<file path="src/rtl/im_boot_loader.sv">
// Serial boot loader: parses a framed byte stream (sync, 16-bit word count, data, XOR checksum)
// and writes little-endian 32-bit words into instruction memory, holding the CPU until success.
module im_boot_loader #(
  parameter int          ADDR_W         = 16,
  parameter int          MAX_WORDS      = 64,
  parameter logic [7:0]  SYNC_BYTE      = 8'hA5,
  parameter int          TIMEOUT_CYCLES = 100000
) (
  input  logic              clk,
  input  logic              rst_n,
  input  logic              rx_valid,
  input  logic [7:0]        rx_data,
  input  logic              reload,
  output logic              im_we,
  output logic [ADDR_W-1:0] im_addr,
  output logic [31:0]       im_wdata,
  output logic              cpu_hold,
  output logic              load_done,
  output logic              load_err
);

  localparam int CNT_W = $clog2(MAX_WORDS + 1);
  localparam int IDX_W = $clog2(MAX_WORDS);
  localparam int TO_W  = $clog2(TIMEOUT_CYCLES + 1);

  typedef enum logic [2:0] {
    IDLE   = 3'd0,
    LEN_LO = 3'd1,
    LEN_HI = 3'd2,
    DATA   = 3'd3,
    CSUM   = 3'd4,
    DONE   = 3'd5,
    ERR    = 3'd6
  } state_t;

  state_t            state_reg, state_next;
  logic [15:0]       len_reg;
  logic [CNT_W-1:0]  word_cnt_reg;
  logic [1:0]        byte_cnt_reg;
  logic [7:0]        csum_reg;
  logic [31:0]       word_buf_reg;
  logic [TO_W-1:0]   idle_cnt_reg;

  logic              byte_ok;
  logic              sync_hit;
  logic              start;
  logic              timeout_hit;
  logic              last_word;
  logic [15:0]       len_full;
  logic [ADDR_W-1:0] wr_addr;

  function automatic logic in_frame(input state_t s);
    return (s == LEN_LO) || (s == LEN_HI) || (s == DATA) || (s == CSUM);
  endfunction

  // A byte coinciding with reload is dropped.
  assign byte_ok     = rx_valid && !reload;
  assign sync_hit    = byte_ok && (rx_data == SYNC_BYTE);
  assign start       = sync_hit && ((state_reg == IDLE) || (state_reg == ERR));
  assign len_full    = {rx_data, len_reg[7:0]};
  assign last_word   = (word_cnt_reg + CNT_W'(1)) == len_reg[CNT_W-1:0];
  // Fires on the cycle whose edge would bring idle_cnt to TIMEOUT_CYCLES.
  assign timeout_hit = in_frame(state_reg) && !byte_ok &&
                       (idle_cnt_reg == TO_W'(TIMEOUT_CYCLES - 1));
  // Index truncated to the image size so the address wraps at MAX_WORDS*4.
  assign wr_addr     = ADDR_W'({word_cnt_reg[IDX_W-1:0], 2'b00});

  always_ff @(posedge clk or negedge rst_n) begin
    if (!rst_n) begin
      state_reg <= IDLE;
    end else begin
      state_reg <= state_next;
    end
  end

  always_comb begin
    state_next = state_reg;
    if (reload) begin
      state_next = IDLE;
    end else begin
      case (state_reg)
        IDLE:   if (sync_hit) state_next = LEN_LO;
        LEN_LO: begin
          if (byte_ok)          state_next = LEN_HI;
          else if (timeout_hit) state_next = ERR;
        end
        LEN_HI: begin
          if (byte_ok) begin
            if (len_full > 16'(MAX_WORDS)) state_next = ERR;
            else if (len_full == 16'd0)    state_next = CSUM;
            else                           state_next = DATA;
          end else if (timeout_hit) begin
            state_next = ERR;
          end
        end
        DATA: begin
          if (byte_ok) begin
            if ((byte_cnt_reg == 2'd3) && last_word) state_next = CSUM;
          end else if (timeout_hit) begin
            state_next = ERR;
          end
        end
        CSUM: begin
          if (byte_ok)          state_next = (rx_data == csum_reg) ? DONE : ERR;
          else if (timeout_hit) state_next = ERR;
        end
        DONE:   state_next = DONE;
        ERR:    if (sync_hit) state_next = LEN_LO;
        default: state_next = IDLE;
      endcase
    end
  end

  always_comb begin
    cpu_hold  = 1'b1;
    load_done = 1'b0;
    load_err  = 1'b0;
    if (state_reg == DONE) begin
      cpu_hold  = 1'b0;
      load_done = 1'b1;
    end
    if (state_reg == ERR) begin
      load_err = 1'b1;
    end
  end

  always_ff @(posedge clk or negedge rst_n) begin
    if (!rst_n) begin
      im_we        <= 1'b0;
      im_addr      <= '0;
      im_wdata     <= '0;
      len_reg      <= '0;
      word_cnt_reg <= '0;
      byte_cnt_reg <= '0;
      csum_reg     <= '0;
      word_buf_reg <= '0;
      idle_cnt_reg <= '0;
    end else begin
      im_we <= 1'b0;

      if (!in_frame(state_next) || byte_ok) begin
        idle_cnt_reg <= '0;
      end else begin
        idle_cnt_reg <= idle_cnt_reg + TO_W'(1);
      end

      if (reload || start) begin
        len_reg      <= '0;
        word_cnt_reg <= '0;
        byte_cnt_reg <= '0;
        csum_reg     <= '0;
        word_buf_reg <= '0;
      end else if (byte_ok) begin
        case (state_reg)
          LEN_LO: len_reg[7:0]  <= rx_data;
          LEN_HI: len_reg[15:8] <= rx_data;
          DATA: begin
            csum_reg     <= csum_reg ^ rx_data;
            byte_cnt_reg <= byte_cnt_reg + 2'd1;
            word_buf_reg[{byte_cnt_reg, 3'b000} +: 8] <= rx_data;
            if (byte_cnt_reg == 2'd3) begin
              im_we        <= 1'b1;
              im_addr      <= wr_addr;
              im_wdata     <= {rx_data, word_buf_reg[23:0]};
              word_cnt_reg <= word_cnt_reg + CNT_W'(1);
            end
          end
          default: ;
        endcase
      end
    end
  end

endmodule

</file>
<file path="config.mk">
export PLATFORM = sky130hd
export DESIGN_NAME = im_boot_loader
export DESIGN_NICKNAME = d
export VERILOG_FILES = /design/src/rtl/im_boot_loader.sv
export SDC_FILE = /design/constraint.sdc
export NUM_CORES = 1
export LEC_CHECK = 0
export ABC_AREA = 1
export BUFFER_PORTS_ARGS = -buffer_cell sky130_fd_sc_hd__buf_2
export CAP_MARGIN = 5
export CORE_UTILIZATION = 50
export DETAILED_ROUTE_END_ITERATION = 12
export GPL_ROUTABILITY_DRIVEN = 0
export GPL_TIMING_DRIVEN = 0
export PLACE_DENSITY = 0.7
export SETUP_SLACK_MARGIN = 0.2
export SYNTH_ARGS = -nofsm -noshare
export SYNTH_HDL_FRONTEND = slang
export SYNTH_SLANG_ARGS = --single-unit
</file>
<file path="constraint.sdc">
create_clock -name clk -period 2.6 [get_ports clk]
set_clock_uncertainty 0.15 [all_clocks]
set_input_delay 0.39 -clock clk [delete_from_list [all_inputs] [get_ports clk]]
set_output_delay 0.39 -clock clk [all_outputs]
set_load 0.005 [all_outputs]
</file>
==> results.md <==
- Post-synthesis cell type count: 34
- Crit path top cell by count: buf_4
- Period utilization: 92.33%
- DP Area: a little under 6000 um2
- DIE HEIGHT: about 110 um
- Input/output buffers: 53
- Critical Path Sink Type: register
- Post-route ant nets: 0
- Comb pwr share: 15.9%
- # Max-Cap Violations: 0
- Drt first pass iters: 5
- Worst-path cell chain: ha_4, nand2_4, nor2_4, nand3_1, nand2_1, nand2_1, nand2_1, nor2_1, nand3_1, nand2_1, nand4_1, nand2_2, buf_4, buf_4, buf_4, buf_4, buf_4, inv_1
- Total track usage: between 20% and 30%
- Worst-path maximum fanout: 4
- Setup_tns: 0 ns
- Slew margin rel.: ~56%
- Design area: 6350 um2
- Unrepaired setup endpoints after global routing: true
- Met2 usage: 34.73%
- Post-Syn Instances: 663
- TritonCTS buffer count: 9
- Met1 Use GR: 33.89%
- Residual DRC: 0
- Number of antenna violations at the first check in global routing: 0
- Switching power: 1.038 mW
- Layout cell share with drive strength beyond 1: 21.46%
- Final Hold Fails: 0
- # diodes: 0
- Internal power: 2.486 mW
- Vias per Instance: 5.073
- Flip-flop count of the largest register after layout: 32
- Warnings, synthesis: 0
- Vias in the first global route: 4248
- Sw Ratio: 29.46%
- Synthesized area: roughly 5400 um2
- Clock Path Buffers: 2
- Gr ovfl total: 0
- Core outline area: just over 10000 um2
- Worst-case vdd ir drop: 275.1 uV
- Skew-Pair Late Insertion Delay: ~0.39 ns
- Setup WS post-layout: 0.1995 ns
- CTS tree: yes
- # rows: 37
- First-pass GRT wire length: 20200 um
- Via count: between 4000 and 5000
- Sequential fraction of design power: 52.7%
- DR WL/cell: 13.36 um
- Power Density: 555.1 nW/um2
- H-tree depth: 3
- WHS: 0.05370 ns
- Worst endpoint required time: 2.77 ns
- Top cell type's share of synthesized area: between 50 and 60%
- Drt total wl: 11900 um
- Worst Setup Path Type: reg -> reg
- Root Driver: clkbuf_8
- Ranking of synthesized cells by area: dfrtp_1 50%, nand2_1 9.4%, inv_1 7.0%, o21ai_0 5.7%, nor2_1 5.2%
- Min-Delay Path Class: in -> reg
- Slowest stage delay, CP: 0.41 ns
- Final net count: 769
- LEAKAGE: 3.018 nW
- Most Crowded Layer GR: met2
- CP Launch Type: register
- Dominant cell type by area after synthesis: dfrtp_1
- CTS sink count: ~110
- Min cycle time layout: about 2.4 ns
- Sequential-to-total area share from yosys stat: 50.09%
- Flops & latches, synth: 108
- Slowest-stage cell, CP: dfrtp_1
- Initial DRC count: 328
- Chip width: 105.9 um
- Layout area overhead: 17.69%
- Largest net degree at the start of global routing: 58
- Overall power: ~3.5 mW
- Initial Util: 52.03%
- Reg clk slew, reported paths: about 0.10 ns
- Max Freq: 416.6 MHz
- Dpl hpwl: ~8700 um
- Final setup vio count: 0
- Status: completed
- Syn_area_per_cell: roughly 8 um2
- Clock group share of total power: a little under a third
- Met3 usage: 2.597%
- Worst EP arrival: 2.57 ns
- Worst Max-Slew Pin Slew: 0.6651 ns
- Die area: 11210 um2
- IO Count: 64
- Max-slew violations: 0
- Worst slack, placed: -0.01081 ns
==> synth_stat cells, drive strengths merged <==
| cell | count |
|---|---|
| inv | 106 |
| o21ai | 77 |
| buf | 16 |
| a21oi | 6 |
| nand2 | 142 |
| or2 | 1 |
| a22oi | 1 |
| nor3 | 12 |
| a21boi | 1 |
| o21bai | 3 |
| conb | 1 |
| nor4 | 2 |
| nor2 | 90 |
| nand3b | 3 |
| dfrtp | 108 |
| o22ai | 16 |
| nand3 | 36 |
| ha | 7 |
| clkbuf | 10 |
| xnor2 | 6 |
| xor2 | 10 |
| nand4 | 9 |
==> critical path: cells and delay by family, from the launching register on <==
family | cells | cell delay [ns]
AND/OR/NAND/NOR | 11 | 0.96
buffers and inverters | 6 | 0.65
flip-flops | 1 | 0.41
adder cells (fa/ha/maj) | 1 | 0.17
==> metal layers <==
metal | wire length, um | share of wire (%) | vias up
met5 | 0 | 0 | -
met4 | 180 | 1.5 | 0
met1 | 5782 | 49 | 2146
met3 | 539 | 4.5 | 18
met2 | 5399 | 45 | 111
li1 | - | - | 2245
==> through the flow <==
stage	cells	utilization, %
2_1_floorplan	672	-
4_1_cts	889	60.16
5_1_grt	891	61.23
3_5_place_dp	862	56.84
6_report	891	61.23
3_3_place_gp	861	56.55
==> cell usage in the layout (no fill, tap or decap), drive strengths merged <==
master,instances
o21ai,77
nor3,12
nand3b,3
nand3,36
bufinv,1
o21bai,3
inv,111
o22ai,16
dfrtp,108
ha,7
a22oi,1
a21oi,6
conb,10
xor2,10
a21boi,1
nand4,9
dlygate4sd3,1
nor2,90
nor4,2
nand2,142
clkbuf,21
buf,81
xnor2,6
or2,1
==> power by group through the flow <==
| stage | clock [mW] | sequential (mW) | combinational, mW |
|---|---|---|---|
| finish | 1.11 | 1.86 | 0.562 |
| global route | 1.20 | 1.87 | 0.638 |
| CTS | 1.13 | 1.86 | 0.535 |
| detailed placement | 0 | 1.89 | 0.510 |
| global placement | 0 | 1.88 | 0.491 |
| floorplan | 0 | 1.88 | 0.319 |
==> cell type report <==
class | count | area (um2)
well taps | 136 | 170.2
inverters | 106 | 400.4
plain buffers | 26 | 171.4
fillers | 942 | 4020
clock inverters | 6 | 73.82
repair buffers | 67 | 419.2
flip-flops and latches | 108 | 2706
clock buffers | 10 | 137.6
multi-input cells | 432 | 2271
==> repair_timing <==
item,CTS,global route
pin swaps,1,5
cloned,1,0
setup buffers,9,2
setup endpoints to repair,12,86
hold endpoints to repair,51,0
hold buffers,1,0
gates resized for setup,8,39
==> kinds of logic (layout without fill, tap and decap cells) <==
family                   Yosys count  count (layout)  share of synthesized area [%]
other                              1              10                        0.06951
buffers and inverters            132             215                          10.34
adder cells (fa/ha/maj)            7               7                          1.623
AND/OR/NAND/NOR                  295             295                          24.95
AO/OA/AOI/OAI                    104             104                          10.32
flip-flops                       108             108                          50.09
XOR/XNOR                          16              16                          2.597
==> final timing paths <==
kind	from	end	slack [ns]	cells after the start
worst max-delay path	word_cnt_reg[1]	state_reg[1]	0.20	18
worst min-delay path	reload	state_reg[2]	0.05	2
max in group asynchronous	rst_n	idle_cnt_reg[9]	1.18	3
worst max register to register	word_cnt_reg[1]	state_reg[1]	0.20	18
worst min register to register	im_wdata[9]	im_wdata[9]	0.34	2
min in group asynchronous	rst_n	im_wdata[15]	0.41	2
Note: power is estimated with default switching activity, not from simulation.
